$ cat config.mk
export PLATFORM = sky130hd
export DESIGN_NAME = s15611_line_capture_flat
export DESIGN_NICKNAME = d
export VERILOG_FILES = /design/src/rtl/s15611_line_capture_if.sv /design/src/rtl/s15611_line_capture.sv /design/src/flat_wrapper.sv
export SDC_FILE = /design/constraint.sdc
export NUM_CORES = 2
export LEC_CHECK = 0
export ABC_AREA = 0
export CELL_PAD_IN_SITES_DETAIL_PLACEMENT = 0
export CELL_PAD_IN_SITES_GLOBAL_PLACEMENT = 1
export CORE_MARGIN = 2
export CORE_UTILIZATION = 48
export DETAILED_ROUTE_END_ITERATION = 10
export GPL_TIMING_DRIVEN = 1
export PLACE_DENSITY = 0.83
export REMOVE_ABC_BUFFERS = 1
export SETUP_SLACK_MARGIN = 0.5
export SLEW_MARGIN = 10
export SYNTH_ARGS = -nofsm -noshare
export SYNTH_HDL_FRONTEND = slang
export SYNTH_SLANG_ARGS = --single-unit
export TNS_END_PERCENT = 50
$ cat constraint.sdc
create_clock -name master_clock -period 4.4 [get_ports master_clock]
set_input_delay 0.88 -clock master_clock [delete_from_list [all_inputs] [get_ports master_clock]]
set_output_delay 0.88 -clock master_clock [all_outputs]
set_load 0.02 [all_outputs]
$ cat src/rtl/s15611_line_capture_if.sv
// rtl/s15611_line_capture_if.sv - pixel stream interface between line capture and downstream consumer
interface s15611_line_capture_if;
  logic [15:0] m_tdata;
  logic        m_tvalid;
  logic        m_tready;
  logic        m_tlast;

  modport master (output m_tdata, output m_tvalid, output m_tlast, input m_tready);
  modport slave  (input m_tdata, input m_tvalid, input m_tlast, output m_tready);
endinterface

$ cat src/rtl/s15611_line_capture.sv
// rtl/s15611_line_capture.sv - serial ADC pixel capture into ping-pong line buffers with stream readout
module s15611_line_capture #(
  parameter int NUMBER_OF_PIXEL = 128,
  parameter int SCLK_HALF_NCLK  = 4,
  parameter int ADC_FRAME_BITS  = 16
) (
  input  logic                         master_clock,
  input  logic                         reset,
  input  logic                         line_start,
  input  logic                         capture_trigger,
  output logic                         adc_cs_n,
  output logic                         adc_sclk,
  input  logic                         adc_miso,
  s15611_line_capture_if.master        m_axis,
  output logic                         line_drop,
  output logic                         trig_overrun,
  output logic [15:0]                  line_count
);

  localparam int HALF_W = $clog2(SCLK_HALF_NCLK);
  localparam int HP_W   = $clog2(2 * ADC_FRAME_BITS);
  localparam int IDX_W  = $clog2(NUMBER_OF_PIXEL + 1);
  localparam int RD_W   = $clog2(NUMBER_OF_PIXEL);
  localparam int ADDR_W = $clog2(2 * NUMBER_OF_PIXEL);

  localparam logic [HALF_W-1:0] HALF_LAST  = HALF_W'(SCLK_HALF_NCLK - 1);
  localparam logic [HP_W-1:0]   HP_LAST    = HP_W'(2 * ADC_FRAME_BITS - 1);
  localparam logic [IDX_W-1:0]  IDX_END    = IDX_W'(NUMBER_OF_PIXEL);
  localparam logic [IDX_W-1:0]  IDX_LAST   = IDX_W'(NUMBER_OF_PIXEL - 1);
  localparam logic [RD_W-1:0]   RD_PENULT  = RD_W'(NUMBER_OF_PIXEL - 2);
  localparam logic [ADDR_W-1:0] BANK1_BASE = ADDR_W'(NUMBER_OF_PIXEL);

  typedef enum logic [1:0] {
    ST_IDLE,
    ST_CONVERT,
    ST_STORE
  } state_t;

  state_t              state_q, state_d;
  logic [HALF_W-1:0]   half_cnt_q, half_cnt_d;
  logic [HP_W-1:0]     hp_cnt_q, hp_cnt_d;
  logic                sclk_q, sclk_d;
  logic                cs_n_q, cs_n_d;
  logic [11:0]         shift_q, shift_d;
  logic                trig_overrun_q, trig_overrun_d;

  logic [IDX_W-1:0]    wr_idx_q, wr_idx_d;
  logic                wr_bank_q, wr_bank_d;
  logic                line_drop_q, line_drop_d;
  logic [15:0]         line_count_q, line_count_d;

  logic [RD_W-1:0]     rd_idx_q, rd_idx_d;
  logic                rd_bank_q, rd_bank_d;
  logic                tvalid_q, tvalid_d;
  logic                tlast_q, tlast_d;
  logic [11:0]         tdata_q;

  logic                wr_ok, line_done, rd_start, rd_fire, rd_load;
  logic [ADDR_W-1:0]   wr_addr, rd_addr;

  logic [11:0]         mem [0:2*NUMBER_OF_PIXEL-1];

  function automatic logic [ADDR_W-1:0] buf_addr(input logic bank, input logic [ADDR_W-1:0] idx);
    return bank ? (BANK1_BASE + idx) : idx;
  endfunction

  // Conversion sequencer: sclk runs only in CONVERT, MISO is taken on each low-to-high toggle.
  always_comb begin
    state_d        = state_q;
    half_cnt_d     = half_cnt_q;
    hp_cnt_d       = hp_cnt_q;
    sclk_d         = sclk_q;
    shift_d        = shift_q;
    trig_overrun_d = trig_overrun_q;
    case (state_q)
      ST_IDLE: begin
        half_cnt_d = '0;
        hp_cnt_d   = '0;
        sclk_d     = 1'b0;
        if (capture_trigger) begin
          state_d = ST_CONVERT;
        end
      end
      ST_CONVERT: begin
        if (capture_trigger) begin
          trig_overrun_d = 1'b1;
        end
        if (half_cnt_q == HALF_LAST) begin
          half_cnt_d = '0;
          sclk_d     = ~sclk_q;
          hp_cnt_d   = hp_cnt_q + HP_W'(1);
          if (!sclk_q) begin
            shift_d = {shift_q[10:0], adc_miso};
          end
          if (hp_cnt_q == HP_LAST) begin
            state_d = ST_STORE;
            sclk_d  = 1'b0;
          end
        end else begin
          half_cnt_d = half_cnt_q + HALF_W'(1);
        end
      end
      ST_STORE: begin
        if (capture_trigger) begin
          trig_overrun_d = 1'b1;
        end
        state_d = ST_IDLE;
      end
      default: state_d = ST_IDLE;
    endcase
    cs_n_d = (state_d != ST_CONVERT);
  end

  assign wr_ok     = (state_q == ST_STORE) && (wr_idx_q < IDX_END);
  assign line_done = wr_ok && (wr_idx_q == IDX_LAST);
  assign wr_addr   = buf_addr(wr_bank_q, ADDR_W'(wr_idx_q));
  assign rd_fire   = tvalid_q && m_axis.m_tready;

  // Line completion hands the filled bank over only when the reader is free; otherwise the line is lost.
  always_comb begin
    wr_idx_d     = wr_idx_q;
    wr_bank_d    = wr_bank_q;
    line_drop_d  = line_drop_q;
    line_count_d = line_count_q;
    rd_start     = 1'b0;
    if (wr_ok) begin
      wr_idx_d = wr_idx_q + IDX_W'(1);
    end
    if (line_done) begin
      if (!tvalid_q) begin
        rd_start     = 1'b1;
        wr_bank_d    = ~wr_bank_q;
        line_count_d = line_count_q + 16'd1;
      end else begin
        line_drop_d = 1'b1;
      end
    end
    if (line_start) begin
      wr_idx_d = '0;
    end
  end

  // Output word is fetched one edge ahead of each beat so tdata is valid together with tvalid.
  always_comb begin
    rd_idx_d  = rd_idx_q;
    rd_bank_d = rd_bank_q;
    tvalid_d  = tvalid_q;
    tlast_d   = tlast_q;
    rd_load   = 1'b0;
    rd_addr   = '0;
    if (rd_start) begin
      rd_bank_d = wr_bank_q;
      rd_idx_d  = '0;
      tvalid_d  = 1'b1;
      tlast_d   = 1'b0;
      rd_load   = 1'b1;
      rd_addr   = buf_addr(wr_bank_q, '0);
    end else if (rd_fire) begin
      if (tlast_q) begin
        tvalid_d = 1'b0;
        tlast_d  = 1'b0;
      end else begin
        rd_idx_d = rd_idx_q + RD_W'(1);
        tlast_d  = (rd_idx_q == RD_PENULT);
        rd_load  = 1'b1;
        rd_addr  = buf_addr(rd_bank_q, ADDR_W'(rd_idx_q + RD_W'(1)));
      end
    end
  end

  always_ff @(posedge master_clock) begin
    if (reset) begin
      state_q        <= ST_IDLE;
      half_cnt_q     <= '0;
      hp_cnt_q       <= '0;
      sclk_q         <= 1'b0;
      cs_n_q         <= 1'b1;
      shift_q        <= '0;
      trig_overrun_q <= 1'b0;
      wr_idx_q       <= '0;
      wr_bank_q      <= 1'b0;
      line_drop_q    <= 1'b0;
      line_count_q   <= '0;
      rd_idx_q       <= '0;
      rd_bank_q      <= 1'b1;
      tvalid_q       <= 1'b0;
      tlast_q        <= 1'b0;
      tdata_q        <= '0;
    end else begin
      state_q        <= state_d;
      half_cnt_q     <= half_cnt_d;
      hp_cnt_q       <= hp_cnt_d;
      sclk_q         <= sclk_d;
      cs_n_q         <= cs_n_d;
      shift_q        <= shift_d;
      trig_overrun_q <= trig_overrun_d;
      wr_idx_q       <= wr_idx_d;
      wr_bank_q      <= wr_bank_d;
      line_drop_q    <= line_drop_d;
      line_count_q   <= line_count_d;
      rd_idx_q       <= rd_idx_d;
      rd_bank_q      <= rd_bank_d;
      tvalid_q       <= tvalid_d;
      tlast_q        <= tlast_d;
      if (rd_load) begin
        tdata_q <= mem[rd_addr];
      end
    end
  end

  always_ff @(posedge master_clock) begin
    if (!reset && wr_ok) begin
      mem[wr_addr] <= shift_q;
    end
  end

  assign adc_cs_n        = cs_n_q;
  assign adc_sclk        = sclk_q;
  assign m_axis.m_tdata  = {4'b0000, tdata_q};
  assign m_axis.m_tvalid = tvalid_q;
  assign m_axis.m_tlast  = tlast_q;
  assign line_drop       = line_drop_q;
  assign trig_overrun    = trig_overrun_q;
  assign line_count      = line_count_q;

endmodule

$ cat src/flat_wrapper.sv
// flat-port wrapper written by rule: the top's interface ports become plain ports
module s15611_line_capture_flat 
#(
  parameter int NUMBER_OF_PIXEL = 128,
  parameter int SCLK_HALF_NCLK  = 4,
  parameter int ADC_FRAME_BITS  = 16
)
  (master_clock, reset, line_start, capture_trigger, adc_cs_n, adc_sclk, adc_miso, line_drop, trig_overrun, line_count, m_axis_m_tdata, m_axis_m_tvalid, m_axis_m_tlast, m_axis_m_tready);
  s15611_line_capture_if m_axis_i ();
  input  logic master_clock;
  input  logic reset;
  input  logic line_start;
  input  logic capture_trigger;
  output logic adc_cs_n;
  output logic adc_sclk;
  input  logic adc_miso;
  output logic line_drop;
  output logic trig_overrun;
  output logic [15:0] line_count;
  output wire logic [$bits(m_axis_i.m_tdata)-1:0] m_axis_m_tdata;
  output wire logic [$bits(m_axis_i.m_tvalid)-1:0] m_axis_m_tvalid;
  output wire logic [$bits(m_axis_i.m_tlast)-1:0] m_axis_m_tlast;
  input wire logic [$bits(m_axis_i.m_tready)-1:0] m_axis_m_tready;
  assign m_axis_m_tdata = m_axis_i.m_tdata;
  assign m_axis_m_tvalid = m_axis_i.m_tvalid;
  assign m_axis_m_tlast = m_axis_i.m_tlast;
  assign m_axis_i.m_tready = m_axis_m_tready;
  s15611_line_capture #(.NUMBER_OF_PIXEL(NUMBER_OF_PIXEL), .SCLK_HALF_NCLK(SCLK_HALF_NCLK), .ADC_FRAME_BITS(ADC_FRAME_BITS)) u_core (.master_clock(master_clock), .reset(reset), .line_start(line_start), .capture_trigger(capture_trigger), .adc_cs_n(adc_cs_n), .adc_sclk(adc_sclk), .adc_miso(adc_miso), .m_axis(m_axis_i), .line_drop(line_drop), .trig_overrun(trig_overrun), .line_count(line_count));
endmodule
-- Word level (Yosys, flattened, before mapping)
Memories as Yosys holds them, arrays and structs flattened. A register that Yosys moved wholly into a read port is not among the register bits.
Index checks and enable logic that the tools add are counted.
- equal/unequal tests: 8
- bitwise logic cells: 4
- multiplexer cells: 28
- $add $sub $neg: 8
- order comparisons: 1
- reduce and logical (&&, ||, !) cells: 19
- operator list (cell ; number):
    $mux W8 ; 6
    $add A16 B1 Y16 const B ; 1
    $add A8 B8 Y8 const A ; 2
    $mux W1 ; 13
    $reduce_and A2 Y1 ; 6
    $pmux W5 S2 ; 1
    $add A7 B1 Y8 const B ; 1
    $add A8 B1 Y8 const B ; 1
    $eq A8 B7 Y1 const B ; 1
    $lt A8 B8 Y1 const B ; 1
    $mux W2 ; 4
    $pmux W2 S2 ; 2
    $add A7 B1 Y7 const B ; 1
    $eq A7 B7 Y1 const B ; 1
    $reduce_bool A2 Y1 ; 3
    $reduce_or A2 Y1 ; 3
    $add A5 B1 Y5 const B ; 1
    $eq A5 B5 Y1 const B ; 1
    $mux W5 ; 1
    $eq A2 B2 Y1 const B ; 2
    $logic_and A1 B1 Y1 ; 4
    $ne A2 B1 Y1 const B ; 2
    $not A1 Y1 ; 4
    $reduce_and A3 Y1 ; 1
    5 further kinds ; 5
- memories kept: 1
- word-level logic and storage cells: 84
- input port bits: 6
- bits in writable memories: 3072
- flip-flop bits (word level): 60
- output and inout bits: 38
- memory list (memory ; depth ; bits a word ; read ports ; clocked after Yosys merged registers in ; write ports ; RTL line ; text):
    u_core.mem ; 256 ; 12 ; 1 ; 1 ; 1 ; s15611_line_capture.sv:61 ; logic [11:0] mem [0:2*NUMBER_OF_PIXEL-1];

-- Logic depth before layout (Yosys ltp)
- word-level depth: 6
- depth in mapped cells: 15
- depth with buffers taken out: 10

-- Least setup slack after synthesis
OpenSTA, ideal clock, no wires.
- path type: register -> register
- start point: register u_core.shift_q[0]
- end point: memory u_core.mem[0][0], data pin
- required time: 3.541 ns
- arrival time: 3.412 ns
- setup time: 0.859 ns
- stages on the path, launching flop included: 1
- path buffers: 0
- slack: 0.129 ns
- period minus slack after synthesis: 4.271 ns
- cells stage by stage: dfxtp_1
- RTL lines (what ; RTL line ; text):
    start, declared ; s15611_line_capture.sv:44 ; logic [11:0] shift_q, shift_d;
    start signal, assigned ; s15611_line_capture.sv:195 ; shift_q <= shift_d;
    end, declared ; s15611_line_capture.sv:61 ;
No word-level cell before the write port.

-- Final worst setup path
- start point: register u_core.rd_idx_q[0]
- end point: register u_core.tdata_q[1], read port of u_core.mem
- longest elaborated chain between the ends: 6
- RTL lines (what ; RTL line ; text):
    start, declared ; s15611_line_capture.sv:52 ; logic [RD_W-1:0] rd_idx_q, rd_idx_d;
    start signal, assigned ; s15611_line_capture.sv:201 ; rd_idx_q <= rd_idx_d;
    $add A7 B1 Y8 * ; s15611_line_capture.sv:166 ; rd_addr = buf_addr(rd_bank_q, ADDR_W'(rd_idx_q + RD_W'(1)));
    $add A8 B8 Y8 ; s15611_line_capture.sv:64 ; return bank ? (BANK1_BASE + idx) : idx;
    $mux W8 * ; s15611_line_capture.sv:64 ;
    $mux W8 * ; s15611_line_capture.sv:159 ; if (tlast_q) begin
    $mux W8 * ; s15611_line_capture.sv:158 ; end else if (rd_fire) begin
    $mux W8 * ; s15611_line_capture.sv:151 ; if (rd_start) begin
    end, declared ; s15611_line_capture.sv:56 ; logic [11:0] tdata_q;
Every way passes the cells marked *; elsewhere a longest branch is shown, timed or not.
A chain may end at the register's enable or synchronous reset.

==> impl_metrics.tcl <==
set metrics [dict create \
    outcome "completed" \
    start_util_pct 48.3 \
    max-vdd-ir-drop_mv 0.319 \
    max_slew.worst_pin.slew_ns 1.27 \
    drive_above_1_share_pct 16.3 \
    synthTopCellsByArea "edfxtp_1, nand2_1, nand3_1" \
    finClkSkew_ns 0.0691 \
    place_area_um2 136000 \
    fp.dieW_um 515 \
    place_congestion 0.938 \
    syn_inst 9043 \
    htree_levels 5 \
    critPathMaxFanout 28 \
    dr.pass1.iters 9 \
    period_share_pct 88.3 \
    slew_violations 0 \
    vias 84353 \
    grt_pass1_vias 80846 \
    finalSetupTns_ns 0 \
    cp-start-kind "flip-flop" \
    avgSynthCellArea_um2 13.8 \
    cts.sinks 3144 \
    cp_slowest_cell "mux2_8" \
    synth_enable_flop_cells 3072 \
    seq_area_frac_synth_pct 74.8 \
    drv_cap 0 \
    synth_cell_types 89 \
    path_cells "buf_12, and3_2, mux2_8, nand2_1, buf_12, and4b_1, a311oi_1, buf_4, nand3_1, nand4_1, buf_4, o311ai_1" \
    rows 187 \
    synth_top_area_share_pct 73.7 \
    grt_max_degree 155 \
    synth-seq-cells 3144 \
    area_growth_pct 17.3 \
    grt_use_total_pct 29.1 \
    fp.dieH_um 515 \
    max_stage_delay_ns 0.54 \
    boundaryPins 44 \
    grt_first_pass_wirelength_mm 562 \
    core_um2 259000 \
    post-dp-hpwl_mm 248 \
    cts_tree "built" \
    antenna_found_initial 20 \
    clkTransAtPathRegs_ns 0.06 \
    postLayoutCellArea_um2 147000 \
    synth_top_cell_by_area "edfxtp_1" \
    viasPerCell 6.26 \
    finalHoldViolCount 0 \
    critPathKind "flip-flop to flip-flop" \
    relSlewSlack_pct 15.2 \
    dr.first_iter.drc_count 13781 \
    dieArea_um2 265000 \
    rsz0062_at_grt "no" \
    cts_buffers 329 \
    portBuffers 39 \
    clockBufferDepth 4 \
    ant_nets 0 \
    finalNetCount 9831 \
    hp-class "input pin to flip-flop" \
    yosys_warnings 0 \
    async_flop_share_pct 0 \
    finalWirelength_mm 394 \
    clock_latency_ns 0.98 \
    power_leakage_nw 51.2 \
    wire_per_inst_um 29.2 \
    drc_errors 0 \
    fin_crit_ns 3.89 \
    cp-end-kind "flip-flop" \
    root_buffer "clkbuf_16" \
    power.density_nw_per_um2 404 \
    crit_required_ns 5.21 \
    max_clock_freq_mhz 257 \
    arrival_ns 4.70 \
    grt_overflow 0 \
    netlist_area_um2 125000 \
    finalSetupViolations 0 \
    synth_ff_type "edfxtp_1" \
]
-- Yosys cell counts (21+ instances only) --
cell type  number
dfxtp_1        72
a211oi_1      142
mux2i_1       256
buf_1          29
mux2_2         50
nor2_1        464
edfxtp_1     3072
o211ai_1       45
o22ai_1        36
buf_6          27
buf_2         320
buf_4          82
clkbuf_1      166
nand2_1      2091
mux4_2         26
a31oi_1       227
nand4_1       139
o221ai_1       24
and3_1        161
a21oi_1       129
o21ai_0       162
a311oi_1       37
a22oi_1        49
nand3_1       808
a32oi_1       100
nor3_1         21
-- worst max-delay path: cells and delay by family (launching register included) --
family | cells | cell delay, ns
flops | 1 | 0.41
simple gates | 5 | 1.49
compound gates | 2 | 0.41
buf+inv | 4 | 0.85
mux | 1 | 0.54
-- state kept, by name, indices dropped and copies added (netlist names), 2 cells and up --
signal and count:
u_core.tdata_q 12, u_core.rd_idx_q 7, u_core.wr_idx_q 8, u_core.state_q 2
u_core.half_cnt_q 2, u_core.hp_cnt_q 5, u_core.shift_q 12, u_core.mem 3072
u_core.line_count 16
-- through the flow --
stage          utilization, %  power, W  setup slack, ns  hold slack, ns  std cells
2_1_floorplan               -    0.0330           -35.71           0.455       8421
3_3_place_gp             52.5    0.0330           -0.582           0.460      12871
3_5_place_dp             52.5    0.0330           -0.677           0.465      12871
4_1_cts                  56.6    0.0595            0.502           0.419      13454
5_1_grt                  56.6    0.0606            0.502           0.490      13459
6_report                 56.6    0.0593            0.515           0.474      13466
-- cells by family (layout without fill, tap and decap cells) --
kind of cell / count (synthesis) / count (layout) / share of synthesized area (%)
adders and majority gates: 13 / 13 / 0.130
DFF: 3144 / 3144 / 74.8
other: 1 / 12 / 0.00299
muxes: 336 / 336 / 3.01
AOI/OAI and AO/OA: 1112 / 1112 / 6.14
and+or+nand+nor: 3771 / 3771 / 13.0
xor gates and xnor gates: 30 / 30 / 0.240
buffers and inverters: 636 / 1646 / 2.63
-- worst paths after layout --
path	to	cells past startpoint	slack, ns	start
worst min-delay path	u_core.shift_q[0]	3	0.47	adc_miso
worst min register to register	u_core.trig_overrun	2	0.48	u_core.trig_overrun
worst max-delay path	u_core.tdata_q[1]	12	0.51	u_core.rd_idx_q[0]
worst max register to register	u_core.tdata_q[1]	12	0.51	u_core.rd_idx_q[0]
-- cell type report --
class                   count  area, um2
diodes                      8       20.0
clock buffers             410       8890
clock inverters           165       1440
fillers                 19688     113000
inverters                  11       47.5
multi-input cells        5266      28500
flip-flops and latches   3144      93700
well taps                3402       4260
repair buffers           1060      10000
-- where the power goes --
part / leakage, nW / total, W / switching [W] / internal [W]
sequential: 29.0 / 0.0323 / 0.00000234 / 0.0323
clock: 5.06 / 0.0270 / 0.0113 / 0.0156
combinational: 17.1 / 0.0000555 / 0.0000404 / 0.0000151
-- what timing repair did --
item                       CTS  global route
setup endpoints to repair   12             8
buffers inserted             8             4
pin swaps                    3             3
cloned                       0             0
gates resized for setup      8            20
hold buffers                 0             0
-- cells in the final DEF, fill, tap and decap left out, types with 155 or more instances in the layout --
cell type / synthesis / routed
a31oi_1: 227 / 226
and3_1: 161 / 160
buf_12: 0 / 155
buf_4: 82 / 863
clkbuf_16: 0 / 343
edfxtp_1: 3072 / 3072
mux2i_1: 256 / 255
nand2_1: 2091 / 2082
nand3_1: 808 / 804
nor2_1: 464 / 462
o21ai_0: 162 / 161
-- layer usage --
| metal | track usage [%] | part of all wire [%] | wire (um) | vias to the layer above |
|---|---|---|---|---|
| met3 | 7.84 | 13 | 51600 | 1126 |
| met1 | 38.5 | 36 | 142000 | 41647 |
| li1 | - | - | - | 35564 |
| met2 | 43.9 | 45 | 175000 | 5988 |
| met4 | 15.9 | 6.2 | 24300 | 28 |
| met5 | 0 | 0.049 | 194 | - |
Power figures use the tool's default switching activity.
